### src/rtl/satswarm_pkg.sv
// Shared types for the satswarm host loader: literal encoding, error causes and loader FSM states.
// Default store sizes live here so the literal width follows MAX_VARS.
package satswarm_pkg;

    localparam int MAX_VARS_DEF    = 42;
    localparam int MAX_CLAUSES_DEF = 104;
    localparam int MAX_LITS_DEF    = 416;

    // Bits needed to hold a variable index in 1..max_vars.
    function automatic int calc_var_w(input int max_vars);
        return (max_vars < 2) ? 1 : $clog2(max_vars + 1);
    endfunction

    localparam int VAR_W = calc_var_w(MAX_VARS_DEF);

    typedef struct packed {
        logic             neg;
        logic [VAR_W-1:0] var_idx;
    } lit_t;

    typedef enum logic [2:0] {
        ERR_NONE        = 3'd0,
        ERR_ZERO_LIT    = 3'd1,
        ERR_VAR_RANGE   = 3'd2,
        ERR_LIT_FULL    = 3'd3,
        ERR_CLS_FULL    = 3'd4,
        ERR_OPEN_CLAUSE = 3'd5
    } err_t;

    typedef enum logic [1:0] {
        LOAD  = 2'd0,
        SOLVE = 2'd1,
        ERROR = 2'd2
    } loader_state_t;

endpackage

### src/rtl/host_clause_loader.sv
// Host literal-stream loader: packs DIMACS literals into the literal RAM and commits clause-table entries.
// Optional unit-clause pulse enabled by macro SATSWARM_LOADER_UNIT_EN.
module host_clause_loader
    import satswarm_pkg::*;
#(
    parameter int MAX_VARS    = MAX_VARS_DEF,
    parameter int MAX_CLAUSES = MAX_CLAUSES_DEF,
    parameter int MAX_LITS    = MAX_LITS_DEF,
    localparam int LIT_AW     = $clog2(MAX_LITS),
    localparam int LEN_W      = LIT_AW + 1,
    localparam int CLS_AW     = $clog2(MAX_CLAUSES),
    localparam int CNT_W      = CLS_AW + 1
) (
    input  logic                clk,
    input  logic                rst_n,
    input  logic                host_load_valid,
    input  logic signed [31:0]  host_load_literal,
    input  logic                host_load_clause_end,
    output logic                host_load_ready,
    input  logic                host_start,
    output logic                lit_wr_en,
    output logic [LIT_AW-1:0]   lit_wr_addr,
    output logic [VAR_W:0]      lit_wr_data,
    output logic                cls_wr_en,
    output logic [CLS_AW-1:0]   cls_wr_idx,
    output logic [LIT_AW-1:0]   cls_wr_start,
    output logic [LEN_W-1:0]    cls_wr_len,
    output logic [CNT_W-1:0]    num_clauses,
    output logic [VAR_W-1:0]    num_vars,
    output logic                load_done,
    output logic                load_err,
    output logic [2:0]          err_code,
    output logic                unit_valid,
    output logic [VAR_W:0]      unit_lit,
    output logic [1:0]          dbg_state
);

    localparam logic [31:0] MAX_VARS_U = MAX_VARS;

    // Handshake: a beat transfers on a rising clk edge where host_load_valid && host_load_ready;
    // ready is registered, only ever 1 in LOAD, and never depends on host_load_valid.

    loader_state_t     state_q, state_d;
    err_t              err_code_q, err_code_d;
    logic              ready_q, ready_d;
    logic [LIT_AW-1:0] lit_ptr_q, lit_ptr_d;
    logic [LIT_AW-1:0] clause_start_q, clause_start_d;
    logic [LEN_W-1:0]  cur_len_q, cur_len_d;
    logic [CNT_W-1:0]  num_clauses_q, num_clauses_d;
    logic [VAR_W-1:0]  num_vars_q, num_vars_d;

    logic              lit_wr_en_q, lit_wr_en_d;
    logic [LIT_AW-1:0] lit_wr_addr_q, lit_wr_addr_d;
    lit_t              lit_wr_data_q, lit_wr_data_d;
    logic              cls_wr_en_q, cls_wr_en_d;
    logic [CLS_AW-1:0] cls_wr_idx_q, cls_wr_idx_d;
    logic [LIT_AW-1:0] cls_wr_start_q, cls_wr_start_d;
    logic [LEN_W-1:0]  cls_wr_len_q, cls_wr_len_d;

    logic              beat;
    logic              lit_neg;
    logic [31:0]       lit_mag;
    err_t              beat_err;

    always_comb begin
        lit_neg = host_load_literal[31];
        // -2^31 negates to itself; as unsigned it is still far above MAX_VARS.
        lit_mag = lit_neg ? 32'(-host_load_literal) : 32'(host_load_literal);
        beat    = host_load_valid && ready_q && (state_q == LOAD);

        beat_err = ERR_NONE;
        if (host_load_literal == 32'sd0)
            beat_err = ERR_ZERO_LIT;
        else if (lit_mag > MAX_VARS_U)
            beat_err = ERR_VAR_RANGE;
        else if (lit_ptr_q == LIT_AW'(MAX_LITS))
            beat_err = ERR_LIT_FULL;
        else if (host_load_clause_end && (num_clauses_q == CNT_W'(MAX_CLAUSES)))
            beat_err = ERR_CLS_FULL;
    end

    always_comb begin
        state_d        = state_q;
        err_code_d     = err_code_q;
        lit_ptr_d      = lit_ptr_q;
        clause_start_d = clause_start_q;
        cur_len_d      = cur_len_q;
        num_clauses_d  = num_clauses_q;
        num_vars_d     = num_vars_q;
        lit_wr_en_d    = 1'b0;
        lit_wr_addr_d  = lit_wr_addr_q;
        lit_wr_data_d  = lit_wr_data_q;
        cls_wr_en_d    = 1'b0;
        cls_wr_idx_d   = cls_wr_idx_q;
        cls_wr_start_d = cls_wr_start_q;
        cls_wr_len_d   = cls_wr_len_q;

        if (beat && (beat_err != ERR_NONE)) begin
            state_d    = ERROR;
            err_code_d = beat_err;
        end else begin
            if (beat) begin
                lit_wr_en_d           = 1'b1;
                lit_wr_addr_d         = lit_ptr_q;
                lit_wr_data_d.neg     = lit_neg;
                lit_wr_data_d.var_idx = lit_mag[VAR_W-1:0];
                lit_ptr_d             = lit_ptr_q + LIT_AW'(1);
                cur_len_d             = cur_len_q + LEN_W'(1);
                if (lit_mag[VAR_W-1:0] > num_vars_q)
                    num_vars_d = lit_mag[VAR_W-1:0];
                if (host_load_clause_end) begin
                    cls_wr_en_d    = 1'b1;
                    cls_wr_idx_d   = num_clauses_q[CLS_AW-1:0];
                    cls_wr_start_d = clause_start_q;
                    cls_wr_len_d   = cur_len_q + LEN_W'(1);
                    num_clauses_d  = num_clauses_q + CNT_W'(1);
                    clause_start_d = lit_ptr_q + LIT_AW'(1);
                    cur_len_d      = '0;
                end
            end
            // Start is judged on the state after any same-cycle beat.
            if ((state_q == LOAD) && host_start) begin
                if (cur_len_d != '0) begin
                    state_d    = ERROR;
                    err_code_d = ERR_OPEN_CLAUSE;
                end else begin
                    state_d = SOLVE;
                end
            end
        end

        ready_d = (state_d == LOAD);
    end

    always_ff @(posedge clk or negedge rst_n) begin
        if (!rst_n) begin
            state_q        <= LOAD;
            err_code_q     <= ERR_NONE;
            ready_q        <= 1'b0;
            lit_ptr_q      <= '0;
            clause_start_q <= '0;
            cur_len_q      <= '0;
            num_clauses_q  <= '0;
            num_vars_q     <= '0;
            lit_wr_en_q    <= 1'b0;
            lit_wr_addr_q  <= '0;
            lit_wr_data_q  <= '0;
            cls_wr_en_q    <= 1'b0;
            cls_wr_idx_q   <= '0;
            cls_wr_start_q <= '0;
            cls_wr_len_q   <= '0;
        end else begin
            state_q        <= state_d;
            err_code_q     <= err_code_d;
            ready_q        <= ready_d;
            lit_ptr_q      <= lit_ptr_d;
            clause_start_q <= clause_start_d;
            cur_len_q      <= cur_len_d;
            num_clauses_q  <= num_clauses_d;
            num_vars_q     <= num_vars_d;
            lit_wr_en_q    <= lit_wr_en_d;
            lit_wr_addr_q  <= lit_wr_addr_d;
            lit_wr_data_q  <= lit_wr_data_d;
            cls_wr_en_q    <= cls_wr_en_d;
            cls_wr_idx_q   <= cls_wr_idx_d;
            cls_wr_start_q <= cls_wr_start_d;
            cls_wr_len_q   <= cls_wr_len_d;
        end
    end

`ifdef SATSWARM_LOADER_UNIT_EN
    logic unit_valid_q, unit_valid_d;
    lit_t unit_lit_q, unit_lit_d;

    always_comb begin
        unit_valid_d = 1'b0;
        unit_lit_d   = '0;
        if (cls_wr_en_d && (cls_wr_len_d == LEN_W'(1))) begin
            unit_valid_d = 1'b1;
            unit_lit_d   = lit_wr_data_d;
        end
    end

    always_ff @(posedge clk or negedge rst_n) begin
        if (!rst_n) begin
            unit_valid_q <= 1'b0;
            unit_lit_q   <= '0;
        end else begin
            unit_valid_q <= unit_valid_d;
            unit_lit_q   <= unit_lit_d;
        end
    end

    assign unit_valid = unit_valid_q;
    assign unit_lit   = unit_lit_q;
`else
    assign unit_valid = 1'b0;
    assign unit_lit   = '0;
`endif

    assign host_load_ready = ready_q;
    assign lit_wr_en       = lit_wr_en_q;
    assign lit_wr_addr     = lit_wr_addr_q;
    assign lit_wr_data     = lit_wr_data_q;
    assign cls_wr_en       = cls_wr_en_q;
    assign cls_wr_idx      = cls_wr_idx_q;
    assign cls_wr_start    = cls_wr_start_q;
    assign cls_wr_len      = cls_wr_len_q;
    assign num_clauses     = num_clauses_q;
    assign num_vars        = num_vars_q;
    assign load_done       = (state_q == SOLVE);
    assign load_err        = (state_q == ERROR);
    assign err_code        = err_code_q;
    assign dbg_state       = state_q;

endmodule

### config.mk
export PLATFORM = sky130hd
export DESIGN_NAME = host_clause_loader
export DESIGN_NICKNAME = d
export VERILOG_FILES = /design/src/rtl/satswarm_pkg.sv /design/src/rtl/host_clause_loader.sv
export SDC_FILE = /design/constraint.sdc
export NUM_CORES = 1
export LEC_CHECK = 0
export CORE_ASPECT_RATIO = 1.1
export CORE_MARGIN = 5
export CORE_UTILIZATION = 53
export CTS_CLUSTER_DIAMETER = 100
export DETAILED_ROUTE_END_ITERATION = 8
export PLACE_DENSITY = 0.81
export SYNTH_ARGS = -nofsm -noshare
export SYNTH_HDL_FRONTEND = slang
export SYNTH_SLANG_ARGS = --single-unit
### constraint.sdc
create_clock -name clk -period 3.5 [get_ports clk]
set_clock_uncertainty 0.1 [all_clocks]
set_input_delay 0.875 -clock clk [delete_from_list [all_inputs] [get_ports clk]]
set_output_delay 0.875 -clock clk [all_outputs]
set_load 0.02 [all_outputs]
=== Yosys cells after proc, flatten, opt, wreduce, memory -nomap -nowiden ===
Cells that the tools add are included.
Widths: inputs -> output; s select.

* Logic and storage cells: 62
* Output and inout port bits: 74
* Flip-flop bits (word level): 92
* Input bits: 37

* Muxes and demuxes: 19
* Bitwise gates (word level): 1
* $lt $le $gt $ge: 2
* Reduce and logical (&&, ||, !) cells: 16
* Eq/ne operators: 4
* $add $sub $neg: 4

{| class="wikitable"
|+ Operators by type and width
! kind !! number
|-
| $gt 32x6->1 const B || 1
|-
| $logic_not 32->1 || 1
|-
| $mux 32 || 1
|-
| $neg 32->32 || 1
|-
| $mux 10 || 3
|-
| $mux 3 || 7
|-
| $add 10x1->10 const B || 1
|-
| $reduce_bool 10->1 || 1
|-
| $add 9x1->9 const B || 1
|-
| $eq 9x9->1 const B || 1
|-
| $add 8x1->8 const B || 1
|-
| $eq 8x7->1 const B || 1
|-
| $gt 6x6->1 || 1
|-
| $mux 2 || 3
|-
| $reduce_and 3->1 || 2
|-
| $logic_and 1x1->1 || 5
|-
| $mux 1 || 5
|-
| $logic_not 2->1 || 2
|-
| $reduce_and 2->1 || 2
|-
| $reduce_bool 2->1 || 2
|-
| $reduce_bool 3->1 || 1
|-
| $eq 2x1->1 const B || 1
|-
| $eq 2x2->1 const B || 1
|-
| $not 1->1 || 1
|}

=== Longest topological paths before layout ===
* Depth after elaboration: 14
* Depth in mapped cells: 13
* Gate-level depth less buffers: 12

=== Worst setup path before layout ===
OpenSTA, ideal clock, no wires.

* Kind: input -> register
* From: in host_load_literal[0]
* To: reg clause_start_q[3]
* Buffers on the path: 1
* Arrival time: 3.512 ns
* Data required time: 3.275 ns
* Stages on the path: 11
* Slack: -0.237 ns
* Path through: inv_1 -> ha_1 -> or3b_1 -> nor3_2 -> mux2_2 -> a32o_1 -> and4_1 -> nand4_4 -> nor4_4 -> buf_6 -> mux2_4

* Word-level cells in the longest chain between the ends: 9

{| class="wikitable"
|+ RTL lines
! item !! line !! text
|-
| from (decl) || host_clause_loader.sv:17 || <nowiki>input logic signed [31:0] host_load_literal,</nowiki>
|-
| $neg 32->32 || host_clause_loader.sv:68 || <nowiki>lit_mag = lit_neg ? 32'(-host_load_literal) : 32'(host_load_literal);</nowiki>
|-
| $mux 32 || host_clause_loader.sv:68 ||
|-
| $gt 32x6->1 || host_clause_loader.sv:74 || <nowiki>else if (lit_mag > MAX_VARS_U)</nowiki>
|-
| $mux 3 || host_clause_loader.sv:74 ||
|-
| $mux 3 (*) || host_clause_loader.sv:72 || <nowiki>if (host_load_literal == 32'sd0)</nowiki>
|-
| $reduce_bool 3->1 (*) || host_clause_loader.sv:98 || <nowiki>if (beat && (beat_err != ERR_NONE)) begin</nowiki>
|-
| $logic_and 1x1->1 (*) || host_clause_loader.sv:98 ||
|-
| $not 1->1 (no source line) (*) || -- ||
|-
| $reduce_and 3->1 (no source line) (*) || -- ||
|-
| to (signal assigned) || host_clause_loader.sv:157 || <nowiki>clause_start_q <= clause_start_d;</nowiki>
|-
| to (decl) || host_clause_loader.sv:47 || <nowiki>logic [LIT_AW-1:0] clause_start_q, clause_start_d;</nowiki>
|}

Mark *: on every way between the ends. The rest lies on a longest branch, timed or not.
A chain may end at the register's enable or synchronous reset.

=== Worst setup path after layout ===
* From: reg lit_ptr_q[0]
* To: reg num_vars_q[5] (netlist: num_vars[5])

* Word-level cells in the longest chain between the ends: 8

{| class="wikitable"
|+ RTL lines
! item !! line !! text
|-
| from (decl) || host_clause_loader.sv:46 || <nowiki>logic [LIT_AW-1:0] lit_ptr_q, lit_ptr_d;</nowiki>
|-
| from (signal assigned) || host_clause_loader.sv:156 || <nowiki>lit_ptr_q <= lit_ptr_d;</nowiki>
|-
| $eq 9x9->1 || host_clause_loader.sv:76 || <nowiki>else if (lit_ptr_q == LIT_AW'(MAX_LITS))</nowiki>
|-
| $mux 3 || host_clause_loader.sv:76 ||
|-
| $mux 3 || host_clause_loader.sv:74 ||
|-
| $mux 3 || host_clause_loader.sv:72 ||
|-
| $reduce_bool 3->1 || host_clause_loader.sv:98 ||
|-
| $logic_and 1x1->1 || host_clause_loader.sv:98 ||
|-
| $not 1->1 (no source line) || -- ||
|-
| $reduce_and 3->1 (no source line) || -- ||
|-
| to (signal assigned) || host_clause_loader.sv:160 || <nowiki>num_vars_q <= num_vars_d;</nowiki>
|-
| to (decl) || host_clause_loader.sv:50 || <nowiki>logic [VAR_W-1:0] num_vars_q, num_vars_d;</nowiki>
|}

No other way between the ends.

==> results.md <==
- Worst EP arrival: about 4.1 ns
- Minimum clock period: just under 4 ns
- CP delay by family, top: simple AND/OR/NAND/NOR gates
- HPWL after detailed placement: about 15 mm
- Slew Limit Fails: 0
- Avg Synthesized Cell Area: approximately 10 µm²
- Crit path buf inv count: 5
- Ant. Diodes: 0
- Share of layout cells above drive strength 1: between 40 and 50%
- DR vias: 7433
- # nets final: around 890
- Drt first pass iters: 9
- Global Route met2 Usage: around 70%
- Crit-path max FO: 6
- Die footprint: approximately 0.013 mm²
- Initial antenna violation count: 0
- Syn Std Cell Area: approximately 0.006 mm²
- Final hold violations: 0
- CTS tree: built
- Failing checks: DRC, setup timing
- FMAX: around 0.25 GHz
- Async SR Flop Fraction: 100%
- Vias in the first global route: ~7200
- Critical path startpoint category: flip-flop
- Reg area: around 0.0023 mm²
- Max stage delay on crit path: 1.11 ns
- Commonest non-fill, non-tap cell in the layout: buf_4
- CP Capture Type: flip-flop
- Skew-Pair Late Insertion Delay: 0.36 ns
- Final Setup Violations: 90
- Number of flops mapped to enable cells by yosys: 0
- Design Power: roughly 2.6 mW
- Row cnt: 40
- Layout area overhead: 63.4%
- I/O pins: approximately 110
- Num CTS Buffers: 9
- DR WL/cell: approximately 35 µm
- Fin crit share: 113%
- Largest net degree at the start of global routing: 93
- H-tree depth: 3
- Hold_buf cts: 0
- Post-DRT Antenna Nets: 0
- Multi-input gate area: 0.00410 mm²
- First-pass GRT wire length: roughly 44 mm
- Worst VDD drop: 0.346 mV
- Yosys warning total: 0
- Power density over the cells: about 270 mW/mm²
- Static leakage: around 4.3 nW
- Hold WS: roughly 0.44 ns
- FF-to-FF setup slack: -0.46 ns
- HP Class: flip-flop to flip-flop
- Netlist cell types: 76
- Post-synth top flop: dfrtp_1
- CTS Sinks: 92
- Yosys reg bits: between 90 and 100
- MaxCap Viol Count: 0
- CORE AREA: around 0.011 mm²
- Total Wirelength: around 35 mm
- Die Ht: about 120 µm
- Met3 GRT Util: approximately an eighth
- Setup CP Type: flip-flop to flip-flop
- DIE WIDTH: between 100 and 150 µm
- Port bufs: 102
- Slew HR: between 10% and 20%
- Worst Tran Pin Value: roughly 1.3 ns
- Gpl congestion: ~1.0
- Clock root buffer: clkbuf_16
- Slowest-stage cell, CP: nor4_1
- Post-synthesis sequential area ratio: about two fifths
- Clock Path Buffers: 2
- Grt ovf: 0
- Gr busiest metal: met2
- GRT Util Overall: between 40% and 50%
- Critical Path RT: 3.64 ns
- Cells after Synth: 575
- Met1 Usage GRT: between 40 and 50%
- Highest-count cells in the layout ignoring fill and taps: 144 x buf_4, 92 x dfrtp_1, 72 x clkdlybuf4s50_1, 61 x mux2_4, 33 x buf_6
- Status: finished, violations left
- Cells along the critical path: inv_1, ha_1, nand4b_1, nor4_1, buf_4, nor2_1, nand3_1, buf_6, buf_4, nor4_4, buf_6, mux2_4
- DRC errors left: 30
- Filler cell count: approximately 460
- Vias per Instance: between 7 and 8
- Clock transition at path regs: 0.07 ns
- DRT iter0 DRCs: about 1100
- Initial Util: between 50% and 60%
- Setup WS post-layout: -0.458 ns
- RSZ-0062 raised after global routing: true
-- final timing paths --
kind / startpoint / endpoint / depth (start not counted)
max: lit_ptr_q[0]$_DFFE_PN0P_ / num_vars[5]$_DFFE_PN0P_ / 12
min: clause_start_q[3]$_DFFE_PN0P_ / clause_start_q[3]$_DFFE_PN0P_ / 1
max reg2reg: lit_ptr_q[0]$_DFFE_PN0P_ / num_vars[5]$_DFFE_PN0P_ / 12
min reg2reg: clause_start_q[3]$_DFFE_PN0P_ / clause_start_q[3]$_DFFE_PN0P_ / 1
max in group asynchronous: rst_n / lit_wr_addr[0]$_DFFE_PN0P_ / 2
min in group asynchronous: rst_n / cls_wr_len[0]$_DFFE_PN0P_ / 2
-- metrics by stage --
step	instances	setup TNS [ns]	setup slack, ns	cell area [µm²]	util [%]
2_1_floorplan	582	-3.61	-0.132	5970	-
3_3_place_gp	913	-69.47	-0.838	7900	72.4
3_5_place_dp	913	-77.19	-0.935	7900	72.4
4_1_cts	977	-0.290	-0.0258	9170	84.0
5_1_grt	989	-28.37	-0.609	9640	88.4
6_report	989	-22.03	-0.458	9640	88.4
-- metal layers --
metal,vias to the layer above,share of wire (%)
met5,-,0
met4,0,13
met3,402,13
met2,908,43
met1,3475,31
li1,2648,-
-- sequential cells by signal, summed over array words and instances (netlist names), 8 cells and up --
register / count
lit_wr_addr: 9
cls_wr_len: 10
num_clauses: 8
cls_wr_start: 9
lit_ptr_q: 9
clause_start_q: 9
cur_len_q: 10
-- synthesized netlist by cell type (3+ instances only) --
library cell | instances | area share [%]
nand4_1 | 13 | 1.4
dfrtp_1 | 92 | 39
xnor2_1 | 15 | 2.2
buf_6 | 4 | 0.76
a211oi_1 | 3 | 0.38
nand2b_1 | 5 | 0.53
inv_1 | 22 | 1.4
nor2b_1 | 8 | 0.85
o21bai_1 | 3 | 0.38
mux2i_1 | 3 | 0.51
nor2_1 | 38 | 2.4
a21oi_1 | 11 | 0.93
nor4_1 | 22 | 2.3
nand3_1 | 24 | 2.0
o22ai_1 | 3 | 0.32
clkbuf_1 | 22 | 1.4
a31oi_1 | 5 | 0.53
o21ai_0 | 16 | 1.4
nor4_4 | 5 | 1.8
nand2_1 | 21 | 1.3
nor3_1 | 22 | 1.9
nor3b_1 | 3 | 0.38
xor2_1 | 20 | 3.0
nand4b_1 | 3 | 0.45
buf_2 | 9 | 0.76
a211o_1 | 3 | 0.45
o2111ai_1 | 4 | 0.59
o31a_1 | 6 | 0.89
and3_1 | 8 | 0.85
ha_1 | 13 | 2.8
mux2_4 | 27 | 6.9
mux2_2 | 34 | 6.5
or3_1 | 4 | 0.42
and2_1 | 5 | 0.53
buf_4 | 9 | 1.1
a31o_2 | 7 | 1.0
o21a_1 | 8 | 1.0
o31ai_1 | 4 | 0.51
-- area by class of cell --
class                   instances  area share [%]
clock buffers                  10            2.48
clock inverters                 6           0.714
inverters                      22           0.909
multi-input cells             423            42.5
flip-flops and latches         92            23.9
well taps                     147            1.91
repair buffers                289            27.6
-- where the power goes --
part,total [mW],internal (mW),switching (mW)
sequential,1.07,1.06,0.00177
clock,1.06,0.580,0.479
combinational,0.459,0.203,0.255
total,2.58,1.85,0.736
-- kinds of logic after synthesis --
kind of cell	count (synthesis)	share of synthesized area, %
buf+inv	67	5.53
fa+ha+maj	13	2.76
simple gates	204	21.3
other cells	1	0.0636
compound gates	99	12.3
flops	92	39.0
xor+xnor	35	5.20
mux	64	13.9
-- what timing repair did --
action / 4_1_cts / 5_1_grt
pin swaps: 35 / 39
gates resized for setup: 188 / 105
cloned: 7 / 1
buffers inserted: 43 / 20
setup endpoints to repair: 92 / 92
Note: power is estimated with default switching activity, not from simulation.
